[src/rtl/addr_pkg.sv]
// Shared definitions for the nibble-serial adder: FSM states, slice width and
// the nibble-select helper used to feed the single adder slice.
package addr_pkg;

    localparam int NIBBLE = 4;
    // Widest operand the nibble helper can index into.
    localparam int MAXW   = 64;

    typedef enum logic [1:0] {
        S_IDLE = 2'd0,
        S_RUN  = 2'd1,
        S_DONE = 2'd2
    } state_e;

    // Returns nibble number idx of vec (idx 0 = least significant nibble).
    function automatic logic [NIBBLE-1:0] nib(input logic [MAXW-1:0] vec,
                                              input int unsigned    idx);
        return vec[NIBBLE*idx +: NIBBLE];
    endfunction

endpackage

[src/rtl/nibble_add4u.sv]
// Combinational 4-bit unsigned adder slice: {carry, sum} = a + b + cin.
module nibble_add4u
    import addr_pkg::*;
(
    input  logic [NIBBLE-1:0] a,
    input  logic [NIBBLE-1:0] b,
    input  logic              cin,
    output logic [NIBBLE:0]   s
);

    assign s = {1'b0, a} + {1'b0, b} + {{NIBBLE{1'b0}}, cin};

endmodule

[src/rtl/addr_nibble_serial.sv]
// Multi-cycle unsigned adder: one nibble per clock through a single 4-bit
// slice, registered carry between nibbles, valid/ready on both sides.
// WIDTH must be a multiple of 4, at least 8 and at most MAXW.
module addr_nibble_serial
    import addr_pkg::*;
#(
    parameter int WIDTH = 16
) (
    input  logic             clk,
    input  logic             rst_n,
    input  logic             in_valid,
    output logic             in_ready,
    input  logic [WIDTH-1:0] a,
    input  logic [WIDTH-1:0] b,
    input  logic             cin,
    output logic             out_valid,
    input  logic             out_ready,
    output logic [WIDTH-1:0] sum,
    output logic             cout,
    output logic             busy
);

    localparam int NIB  = WIDTH / NIBBLE;
    localparam int IDXW = $clog2(NIB);

    state_e             state, state_nx;
    logic [WIDTH-1:0]   a_q, b_q, sum_q;
    logic               carry_q, cout_q;
    logic [IDXW-1:0]    idx;
    logic               accept, last;
    logic [NIBBLE-1:0]  nib_a, nib_b;
    logic [NIBBLE:0]    slice;

    // Ready is masked by reset so nothing is accepted while rst_n is low.
    assign in_ready = (state == S_IDLE) && rst_n;
    assign accept   = in_valid && in_ready;
    assign last     = (idx == IDXW'(NIB - 1));

    // Operand nibble mux feeding the one shared slice.
    assign nib_a = nib(MAXW'(a_q), 32'(idx));
    assign nib_b = nib(MAXW'(b_q), 32'(idx));

    nibble_add4u u_slice (
        .a   (nib_a),
        .b   (nib_b),
        .cin (carry_q),
        .s   (slice)
    );

    assign sum  = sum_q;
    assign cout = cout_q;

    // State register.
    always_ff @(posedge clk or negedge rst_n) begin
        if (!rst_n) state <= S_IDLE;
        else        state <= state_nx;
    end

    // Next-state and handshake outputs.
    always_comb begin
        state_nx  = state;
        out_valid = 1'b0;
        busy      = 1'b1;
        unique case (state)
            S_IDLE: begin
                busy = 1'b0;
                if (accept) state_nx = S_RUN;
            end
            S_RUN: begin
                if (last) state_nx = S_DONE;
            end
            S_DONE: begin
                out_valid = 1'b1;
                if (out_ready) state_nx = S_IDLE;
            end
            default: begin
                state_nx = S_IDLE;
                busy     = 1'b0;
            end
        endcase
    end

    // Operand capture, nibble counter, carry chain and result registers.
    // sum/cout are only written in RUN, so they hold steady through DONE.
    always_ff @(posedge clk or negedge rst_n) begin
        if (!rst_n) begin
            a_q     <= '0;
            b_q     <= '0;
            sum_q   <= '0;
            carry_q <= 1'b0;
            cout_q  <= 1'b0;
            idx     <= '0;
        end else begin
            case (state)
                S_IDLE: begin
                    if (accept) begin
                        a_q     <= a;
                        b_q     <= b;
                        carry_q <= cin;
                        idx     <= '0;
                    end
                end
                S_RUN: begin
                    sum_q[NIBBLE*idx +: NIBBLE] <= slice[NIBBLE-1:0];
                    carry_q                     <= slice[NIBBLE];
                    // idx parks at NIB-1 on the final nibble instead of wrapping.
                    if (last) cout_q <= slice[NIBBLE];
                    else      idx    <= idx + 1'b1;
                end
                default: ;
            endcase
        end
    end

endmodule

[config.mk]
export PLATFORM = sky130hd
export DESIGN_NAME = addr_nibble_serial
export DESIGN_NICKNAME = d
export VERILOG_FILES = /design/src/rtl/addr_pkg.sv /design/src/rtl/nibble_add4u.sv /design/src/rtl/addr_nibble_serial.sv
export SDC_FILE = /design/constraint.sdc
export NUM_CORES = 1
export LEC_CHECK = 0
export ABC_AREA = 1
export CORE_ASPECT_RATIO = 2
export CORE_UTILIZATION = 40
export DETAILED_ROUTE_END_ITERATION = 6
export GPL_TIMING_DRIVEN = 0
export PLACE_DENSITY_LB_ADDON = 0.12
export SLEW_MARGIN = 20
export SYNTH_ARGS = -nofsm -noshare
export SYNTH_HDL_FRONTEND = slang
export SYNTH_SLANG_ARGS = --single-unit
[constraint.sdc]
create_clock -name clk -period 2.5 [get_ports clk]
set_input_delay 0.75 -clock clk [delete_from_list [all_inputs] [get_ports clk]]
set_output_delay 0.75 -clock clk [all_outputs]
set_load 0.05 [all_outputs]
## Yosys cells after proc, flatten, opt, wreduce, memory -nomap -nowiden

Cells that the tools add are included.

| word-level totals | value |
|---|---|
| RAM bits | 0 |
| register bits after elaboration | 54 |
| ROM bits | 0 |
| input bits | 37 |
| latch bits | 0 |
| memories | 0 |

| cells by class | value |
|---|---|
| mux-type cells | 12 |
| $add $sub $neg | 4 |
| shift operators | 4 |
| order comparisons | 0 |
| reduce and logical (&&, ||, !) cells | 10 |
| multiply operators | 0 |
| bitwise logic cells | 0 |
| divide/modulo/power cells | 0 |
| equality and inequality tests | 7 |

Operators by type and width:

| operator | number |
|---|---|
| $shiftx 64x5->4 | 2 |
| $neg 4->34 | 1 |
| $shift 4x34->16 const A | 1 |
| $shiftx 4x34->16 | 1 |
| $bwmux 16 | 1 |
| $mux 2 | 5 |
| $ne 2x2->1 const B | 4 |
| $pmux 2 s3 | 1 |
| $reduce_and 2->1 | 3 |
| $reduce_and 3->1 | 2 |
| $add 4x4->5 | 1 |
| $add 5x1->5 | 1 |
| $eq 2x2->1 const B | 2 |
| $pmux 2 s2 | 1 |
| $mux 1 | 3 |
| $add 2x1->2 const B | 1 |
| $eq 2x1->1 const B | 1 |
| $logic_and 1x1->1 | 2 |
| $logic_not 2->1 | 1 |
| $pmux 1 s2 | 1 |
| $reduce_bool 2->1 | 1 |
| $reduce_or 2->1 | 1 |

## Logic depth before layout (Yosys ltp)

Gate-level depths: netlist of run 1.

| logic depth | value |
|---|---|
| depth in word-level cells | 5 |
| depth in mapped cells | 11 |

## Hierarchy

Synthesis of run 1 repeated with hierarchy kept, for this count alone.

| second synthesis, totals | value |
|---|---|
| cells, all modules | 349 |
| area, all modules | 2,788.9 sq um |

By module, submodules not included:

| module | seq. area each (sq um) | times used | area each (sq um) | cells each |
|---|---|---|---|---|
| addr_nibble_serial | 1,351.3 | 1 | 2,623.8 | 324 |
| nibble_add4u | 0.0 | 1 | 165.2 | 25 |

## Worst setup path before layout of run 1

OpenSTA, ideal clock, no wires.

| timing path | value |
|---|---|
| kind | reg-to-reg |
| start | reg idx[1] |
| end | reg sum_q[6], in the netlist sum[6] |
| buffers on the path | 1 |
| library setup time | 127 ps |
| stages on the path, launching flop included | 11 |
| arrival time | 2,169 ps |
| period minus slack after synthesis | 2,296 ps |
| setup slack | 204 ps |
| cell sequence | dfrtp_1 -> clkbuf_1 -> inv_1 -> o21ai_0 -> o22ai_1 -> fa_1 -> fa_1 -> xnor2_1 -> nor2_1 -> nand2_1 -> o21ai_0 |

| on the way | value |
|---|---|
| word-level cells in the longest chain between the ends | 5 |

RTL lines:

| element | line | source |
|---|---|---|
| from (decl) | addr_nibble_serial.sv:29 | `logic [IDXW-1:0] idx;` |
| from (signal assigned) | addr_nibble_serial.sv:108 | `else idx <= idx + 1'b1;` |
| $shiftx 64x5->4 | addr_pkg.sv:18 | `return vec[NIBBLE*idx +: NIBBLE];` |
| $add 4x4->5 | nibble_add4u.sv:11 | `assign s = {1'b0, a} + {1'b0, b} + {{NIBBLE{1'b0}}, cin};` |
| $add 5x1->5 | nibble_add4u.sv:11 |  |
| $shiftx 4x34->16 | addr_nibble_serial.sv:104 | `sum_q[NIBBLE*idx +: NIBBLE] <= slice[NIBBLE-1:0];` |
| $bwmux 16 * | addr_nibble_serial.sv:104 |  |
| to (signal, indexed assignment) | addr_nibble_serial.sv:104 |  |
| to (decl) | addr_nibble_serial.sv:27 | `logic [WIDTH-1:0] a_q, b_q, sum_q;` |

Mark *: on every way between the ends. The rest lies on a longest branch, timed or not.
A chain may end at the register's enable or synchronous reset.

## Worst setup path in the final report of run 1

| timing path | value |
|---|---|
| start | in rst_n |
| end | out in_ready |

| on the way | value |
|---|---|
| word-level cells in the longest chain between the ends | 1 |

RTL lines:

| element | line | source |
|---|---|---|
| from (decl) | addr_nibble_serial.sv:10 | `input logic rst_n,` |
| $logic_and 1x1->1 | addr_nibble_serial.sv:35 | `assign in_ready = (state == S_IDLE) && rst_n;` |
| to (decl) | addr_nibble_serial.sv:12 | `output logic in_ready,` |

Every way passes these cells.

==> key figures, run 1 <==
Placement
  • Port buffer count: 56
  • Placer Congestion: 0.784
  • Detailed placer's ending HPWL: 4390 um
  • Placed inst area: 0.00329 mm^2
  • Cells after DPL: ~400

Yosys
  • Post-synthesis sequential element count: 54
  • Sequential share of the synthesized area: 51.5%
  • Post-Syn Area: 0.00262 mm^2
  • Synth warn: 0
  • Syn_area_per_cell: 10.6 um^2
  • Gate count after technology mapping: between 200 and 250
  • Mapped Nets: 299
  • Yosys cell types: 22

CTS
  • Clk Latency, worst-skew pair: 290 ps
  • Clock slew at reported path FFs: about 70 ps
  • CTS max path bufs: 2
  • CTS Buf Count: 5
  • Clock Sinks: 54
  • CTS tree: done
  • H-tree levels: 2
  • Clock root cell: clkbuf_16

Floorplan
  • Starting Density: 41.6%
  • Num ports: 57
  • Die W: just under 60 um
  • Placement Rows: 41
  • Core area: 0.00631 mm^2
  • Die Area: 0.00691 mm^2
  • Die Height: 117 um

Final layout
  • Design area: 0.00349 mm^2
  • Final Core Density: 55.3%
  • Synth-to-Final Area Change: 32.9%
  • # nets final: 365
  • Commonest cells after routing, fill and taps aside: dfrtp_1 (52), clkdlybuf4s50_1 (52), nand2_1 (40)
  • Layout cells sized above 1: 19.2%
  • Fill count: 584
  • Diodes inserted: 0
  • Filler-free cell count of the finished design: 398

Power
  • Leak: 1.55 nW
  • Sw Ratio: between 40% and 50%
  • Sequential power share: 31.5%
  • PwrDens: about 1300 mW/mm^2
  • Logic pwr share: 54.0%
  • Net Switching: 1.99 mW
  • Peak VDD IR: 0.703 mV
  • Clock network power share: 14.5%
  • Int Power: approximately 2.6 mW

Setup path
  • CP arrival: 1610 ps
  • Critical path launch point type: input pin
  • Crit-path max FO: 56
  • Critical path's slowest cell: clkdlybuf4s15_2
  • Setup crit end kind: output port
  • Reg-to-reg critical path startpoint: idx[0]$_DFFE_PN0P_
  • Crit path kind: input pin to output port
  • Setup slack, reg-to-reg: roughly 140 ps
  • Worst Reg2Reg Path Length in Cells: 9
  • CP required: 1750 ps
  • Sequence of cells on the critical path: buf_8, nand2_1, inv_1, clkdlybuf4s15_2
  • Buf/Inv on CP: 3
  • R2r endpoint: sum[6]$_DFFE_PN0P_
  • CP max stage delay: 360 ps
  • Cell family with most CP delay: buffers and inverters

STA
  • Skew final: between 6 and 7 ps
  • Final Critical Period: ~2400 ps
  • Maximum clock frequency: 0.425 GHz
  • Final setup viols: 0
  • Worst slew pin tran: 493 ps
  • Crit share post-route: 94.2%
  • Final Hold Viols: 0
  • RSZ-0062 raised after global routing: no
  • Slew headroom: ~67%
  • Max Slew Vio Count: 0

Min path
  • HP Class: input pin to asynchronous set/reset pin

Drt
  • Vias: 2010
  • Number of nets still failing antenna checks after routing: 0
  • DR vias/cell: 5.05
  • Iter 0 DRT Violations: slightly below 70
  • # DRC: 0
  • DRT Pass-1 Iters: 4
  • WL/cell: 14.8 um
  • Detailed Route WL: 5880 um

Global route
  • Grt total ovfl: 0
  • Pin count of the biggest net entering global routing: 57
  • First-pass GRT wire length: 9710 um
  • Initial antenna violation count: 0
  • Vias in the first global route: 2016
  • Total GRT Usage: 19.4%

Status
  • Status: complete, no violations

Run
  • Maxcap violations: 0
-- flip-flops by register name, summed over array words and instances (netlist names) --
| register | flops |
|---|---|
| b_q | 16 |
| state | 2 |
| cout | 1 |
| idx | 2 |
| sum | 16 |
| carry_q | 1 |
| a_q | 16 |
-- kinds of logic after synthesis --
kind of cell,Yosys count,share of synthesized area [%]
adders and majority gates,15,7.73
muxes,33,14.4
xor gates and xnor gates,1,0.334
and+or+nand+nor,73,11.8
DFF,54,51.5
AOI/OAI and AO/OA,46,9.73
buffers and inverters,25,4.48
-- synth_stat cells --
cell type	count	share of area, %
inv_1	16	2.3
o22ai_1	8	1.9
buf_6	3	1.3
dfrtp_1	54	52
xnor2_1	1	0.33
buf_2	1	0.19
nand3_1	7	1.3
fa_1	2	1.5
a21oi_1	1	0.19
a31oi_1	1	0.24
clkbuf_1	5	0.72
nand3_4	1	0.67
o211ai_1	1	0.29
o221ai_1	1	0.33
nor2_1	20	2.9
nand2_1	40	5.7
o31ai_1	3	0.86
mux2_2	31	13
o21ai_0	31	5.9
mux2_4	2	1.1
nand4_1	5	1.2
ha_1	13	6.2
-- worst max-delay path by stage --
stage,startpoint,to,cells after the start,slack [ps]
finish,rst_n,in_ready,4,140
global route,idx[0]$_DFFE_PN0P_,sum[6]$_DFFE_PN0P_,9,9
CTS,idx[0]$_DFFE_PN0P_,sum[6]$_DFFE_PN0P_,10,60
detailed placement,rst_n,in_ready,4,-590
global placement,rst_n,in_ready,4,-2360
floorplan,idx[1]$_DFFE_PN0P_,sum[6]$_DFFE_PN0P_,10,200
-- repair_timing --
action / 4_1_cts / 5_1_grt
hold buffers: 0 / 0
gates resized for setup: 17 / 4
buffers inserted: 4 / 0
setup endpoints to repair: 14 / 7
-- cell type report --
cell class / count / area [um^2] / share of cell area (%)
Clock buffer: 6 / 139 / 3.98
Timing Repair Buffer: 60 / 594 / 17.0
Sequential cell: 54 / 1350 / 38.8
Inverter: 16 / 63.8 / 1.83
Tap cell: 86 / 108 / 3.09
Multi-Input combinational cell: 168 / 1170 / 33.5
Buffer: 8 / 61.3 / 1.76
-- power groups by stage --
stage               clock [mW]  sequential, mW  combinational, mW
floorplan                    0            1.56               1.59
global placement             0            1.46               2.33
detailed placement           0            1.46               2.39
CTS                      0.693            1.47               2.49
global route             0.721            1.51               2.80
finish                   0.672            1.46               2.50
-- worst register-to-register path, stage by stage, from the launching register on --
cell	delay, ps
dfrtp_2	440
clkbuf_4	200
o21ai_0	180
o22ai_1	140
fa_2	400
fa_2	380
xnor2_2	180
nor2_1	130
nand2_1	90
o21ai_0	150
-- per-stage QoR --
stage | setup WS (ps) | TNS (ps) | hold WS [ps] | total power [mW]
floorplan | 204 | 0 | 454 | 3.14
global placement | -2360 | -122650 | 466 | 3.79
detailed placement | -594 | -2720 | 466 | 3.86
CTS | 59.4 | 0 | 389 | 4.64
global route | 8.80 | 0 | 398 | 5.03
finish | 145 | 0 | 366 | 4.64
-- metal layers --
layer  wire, um  vias up  share of wire, %  global-route usage [%]
met5          0        -                 0                       0
met4        235        0               4.0                    11.1
met3        166       16               2.8                    2.99
met2       3340       57                57                    34.6
met1       2140      962                36                    20.9
li1           -      975                 -                       -
Note: power is estimated with default switching activity, not from simulation.
==> run 2, diff against run 1 <==
==> constraint.sdc (replaced) <==
create_clock -name clk -period 2.5 [get_ports clk]
set_input_delay 0.25 -clock clk [delete_from_list [all_inputs] [get_ports clk]]
set_output_delay 0.25 -clock clk [all_outputs]
set_load 0.05 [all_outputs]
==> run 2 against run 1 <==
Net effect: clock skew barely moved; flip-flop and latch count stayed put; count of clock-buffer cells in the layout unchanged; first-iteration DRC count did not move; core utilization down 0.099 points.
==> key figures, run 2 (synthesis results as in run 1) <==
CTS
  • CTS tree: done
  • H-tree levels: 2
  • Cts hold-fix bufs: 0
  • Clock slew at reported path FFs: 70 ps
  • CTS Buf Count: 5
  • Clk Latency, worst-skew pair: 290 ps
  • Clock Sinks: 54
  • Clock root cell: clkbuf_16
  • CTS max path bufs: 2

Global route
  • Vias in the first global route: approximately 2000
  • Pin count of the biggest net entering global routing: 57
  • Total GRT Usage: 19.3%
  • Initial antenna violation count: 0
  • Grt total ovfl: 0
  • First-pass GRT wire length: 9680 um

STA
  • RSZ-0062 raised after global routing: no
  • Slew headroom: 53.5%
  • Min Hold Slack: between 3 and 4 ps
  • Skew final: a little under 7 ps
  • Final setup viols: 0
  • Crit share post-route: 93.6%
  • Final Hold Viols: 0
  • Max Slew Vio Count: 0
  • Final Critical Period: 2340 ps
  • Worst slew pin tran: 698 ps
  • Maximum clock frequency: between 0.4 and 0.5 GHz

Drt
  • Vias: between 2000 and 2500
  • # DRC: 0
  • DR vias/cell: a little over 5
  • Detailed Route WL: 5880 um
  • DRT Pass-1 Iters: 4
  • Number of nets still failing antenna checks after routing: 0
  • WL/cell: roughly 15 um
  • Iter 0 DRT Violations: a little under 70

Floorplan
  • Placement Rows: ~40
  • Die Height: 117 um
  • Starting Density: approximately 42%
  • Die Area: 0.00691 mm^2
  • Die W: between 50 and 60 um
  • Core area: 0.00631 mm^2
  • Num ports: 57

Placement
  • Placer Congestion: roughly 0.78
  • Detailed placer's ending HPWL: 4390 um
  • Port buffer count: 56

Setup path
  • Setup slack, reg-to-reg: 160 ps
  • R2r endpoint: sum[6]$_DFFE_PN0P_
  • Critical path launch point type: flip-flop
  • Reg-to-reg critical path startpoint: idx[0]$_DFFE_PN0P_
  • Worst Reg2Reg Path Length in Cells: 9
  • CP required: 2710 ps
  • CP arrival: about 2600 ps
  • Crit path kind: flip-flop to flip-flop
  • Crit-path max FO: 10
  • Setup crit end kind: flip-flop

Final layout
  • Layout cells sized above 1: 18.9%
  • Commonest cells after routing, fill and taps aside: clkdlybuf4s50_1 (55), dfrtp_1 (52), nand2_1 (40)
  • Synth-to-Final Area Change: 32.7%
  • # nets final: about 370
  • Commonest non-fill, non-tap cell in the layout: clkdlybuf4s50_1
  • Diodes inserted: 0

Min path
  • HP Class: input pin to asynchronous set/reset pin

Power
  • Leak: 1.55 nW
  • PwrDens: 1340 mW/mm^2
  • Total chip power: 4.65 mW
  • Peak VDD IR: 0.704 mV

Run
  • Maxcap violations: 0

Status
  • Status: complete, no violations
[run 2: cell count changes in the layout (fill, tap and decap cells not counted)]
cell | before | now
clkdlybuf4s15_2 | 1 | 0
clkdlybuf4s50_1 | 52 | 55
dlygate4sd2_1 | 2 | 0
buf_8 | 1 | 0
buf_4 | 4 | 5
[run 2: cell type report]
class,instances,area [um^2]
fillers,581,2830
flip-flops and latches,54,1350
multi-input cells,168,1170
repair buffers,60,588
clock buffers,6,139
well taps,86,108
inverters,16,63.8
plain buffers,8,61.3
[run 2: critical path: stages (launching register included)]
cell and delay, ps:
dfrtp_2 440, clkbuf_4 200, o21ai_0 180, o22ai_1 140, fa_2 400, fa_2 380
xnor2_2 180, nor2_1 130, nand2_1 80, o21ai_0 150
[run 2: worst max path at each step]
stage / from / endpoint / slack (ps) / depth (start not counted)
2_1_floorplan: idx[1]$_DFFE_PN0P_ / sum[6]$_DFFE_PN0P_ / 200 / 10
3_3_place_gp: rst_n / in_ready / -1360 / 4
3_5_place_dp: idx[1]$_DFFE_PN0P_ / sum[6]$_DFFE_PN0P_ / -370 / 10
4_1_cts: idx[0]$_DFFE_PN0P_ / sum[6]$_DFFE_PN0P_ / 60 / 10
5_1_grt: idx[0]$_DFFE_PN0P_ / sum[6]$_DFFE_PN0P_ / 9 / 9
6_report: idx[0]$_DFFE_PN0P_ / sum[6]$_DFFE_PN0P_ / 160 / 9
[run 2: power breakdown]
| part | internal [mW] | switching, mW |
|---|---|---|
| Clock | 0.387 | 0.285 |
| Sequential | 1.23 | 0.230 |
| Combinational | 1.04 | 1.47 |
[run 2: per-stage QoR]
stage / instances / setup TNS [ps] / util, % / worst slack (ps) / area, um^2
after detailed placement: 389 / -2120 / 52.1 / -369 / 3290
after floorplan: 247 / 0 / - / 204 / 2620
after global placement: 389 / -76150 / 52.2 / -1360 / 3290
after global routing: 398 / 0 / 55.2 / 8.80 / 3480
after CTS: 398 / 0 / 55.1 / 59.4 / 3480
final: 398 / 0 / 55.2 / 159 / 3480
[run 2: metal layers]
metal	global-route usage (%)	share of wire, %	routed length [um]
met1	20.9	37	2150
met2	34.5	57	3340
met5	0	0	0
met4	11.1	4.0	235
met3	2.99	2.6	154
[run 2: what timing repair did]
item	in CTS	in global routing
gates resized for setup	10	4
endpoints found under the setup margin	11	7
buffers inserted	4	0
==> run 3, diff against run 2 <==
--- a/config.mk
+++ b/config.mk
@@ -6,6 +6,7 @@
 export NUM_CORES = 1
 export LEC_CHECK = 0
 export ABC_AREA = 1
+export ABC_CLOCK_PERIOD_IN_PS = 2500
 export CORE_ASPECT_RATIO = 2
 export CORE_UTILIZATION = 40
 export DETAILED_ROUTE_END_ITERATION = 6
==> results of run 3 <==
No change in the layout: final DEF, timing and power equal those of run 2.
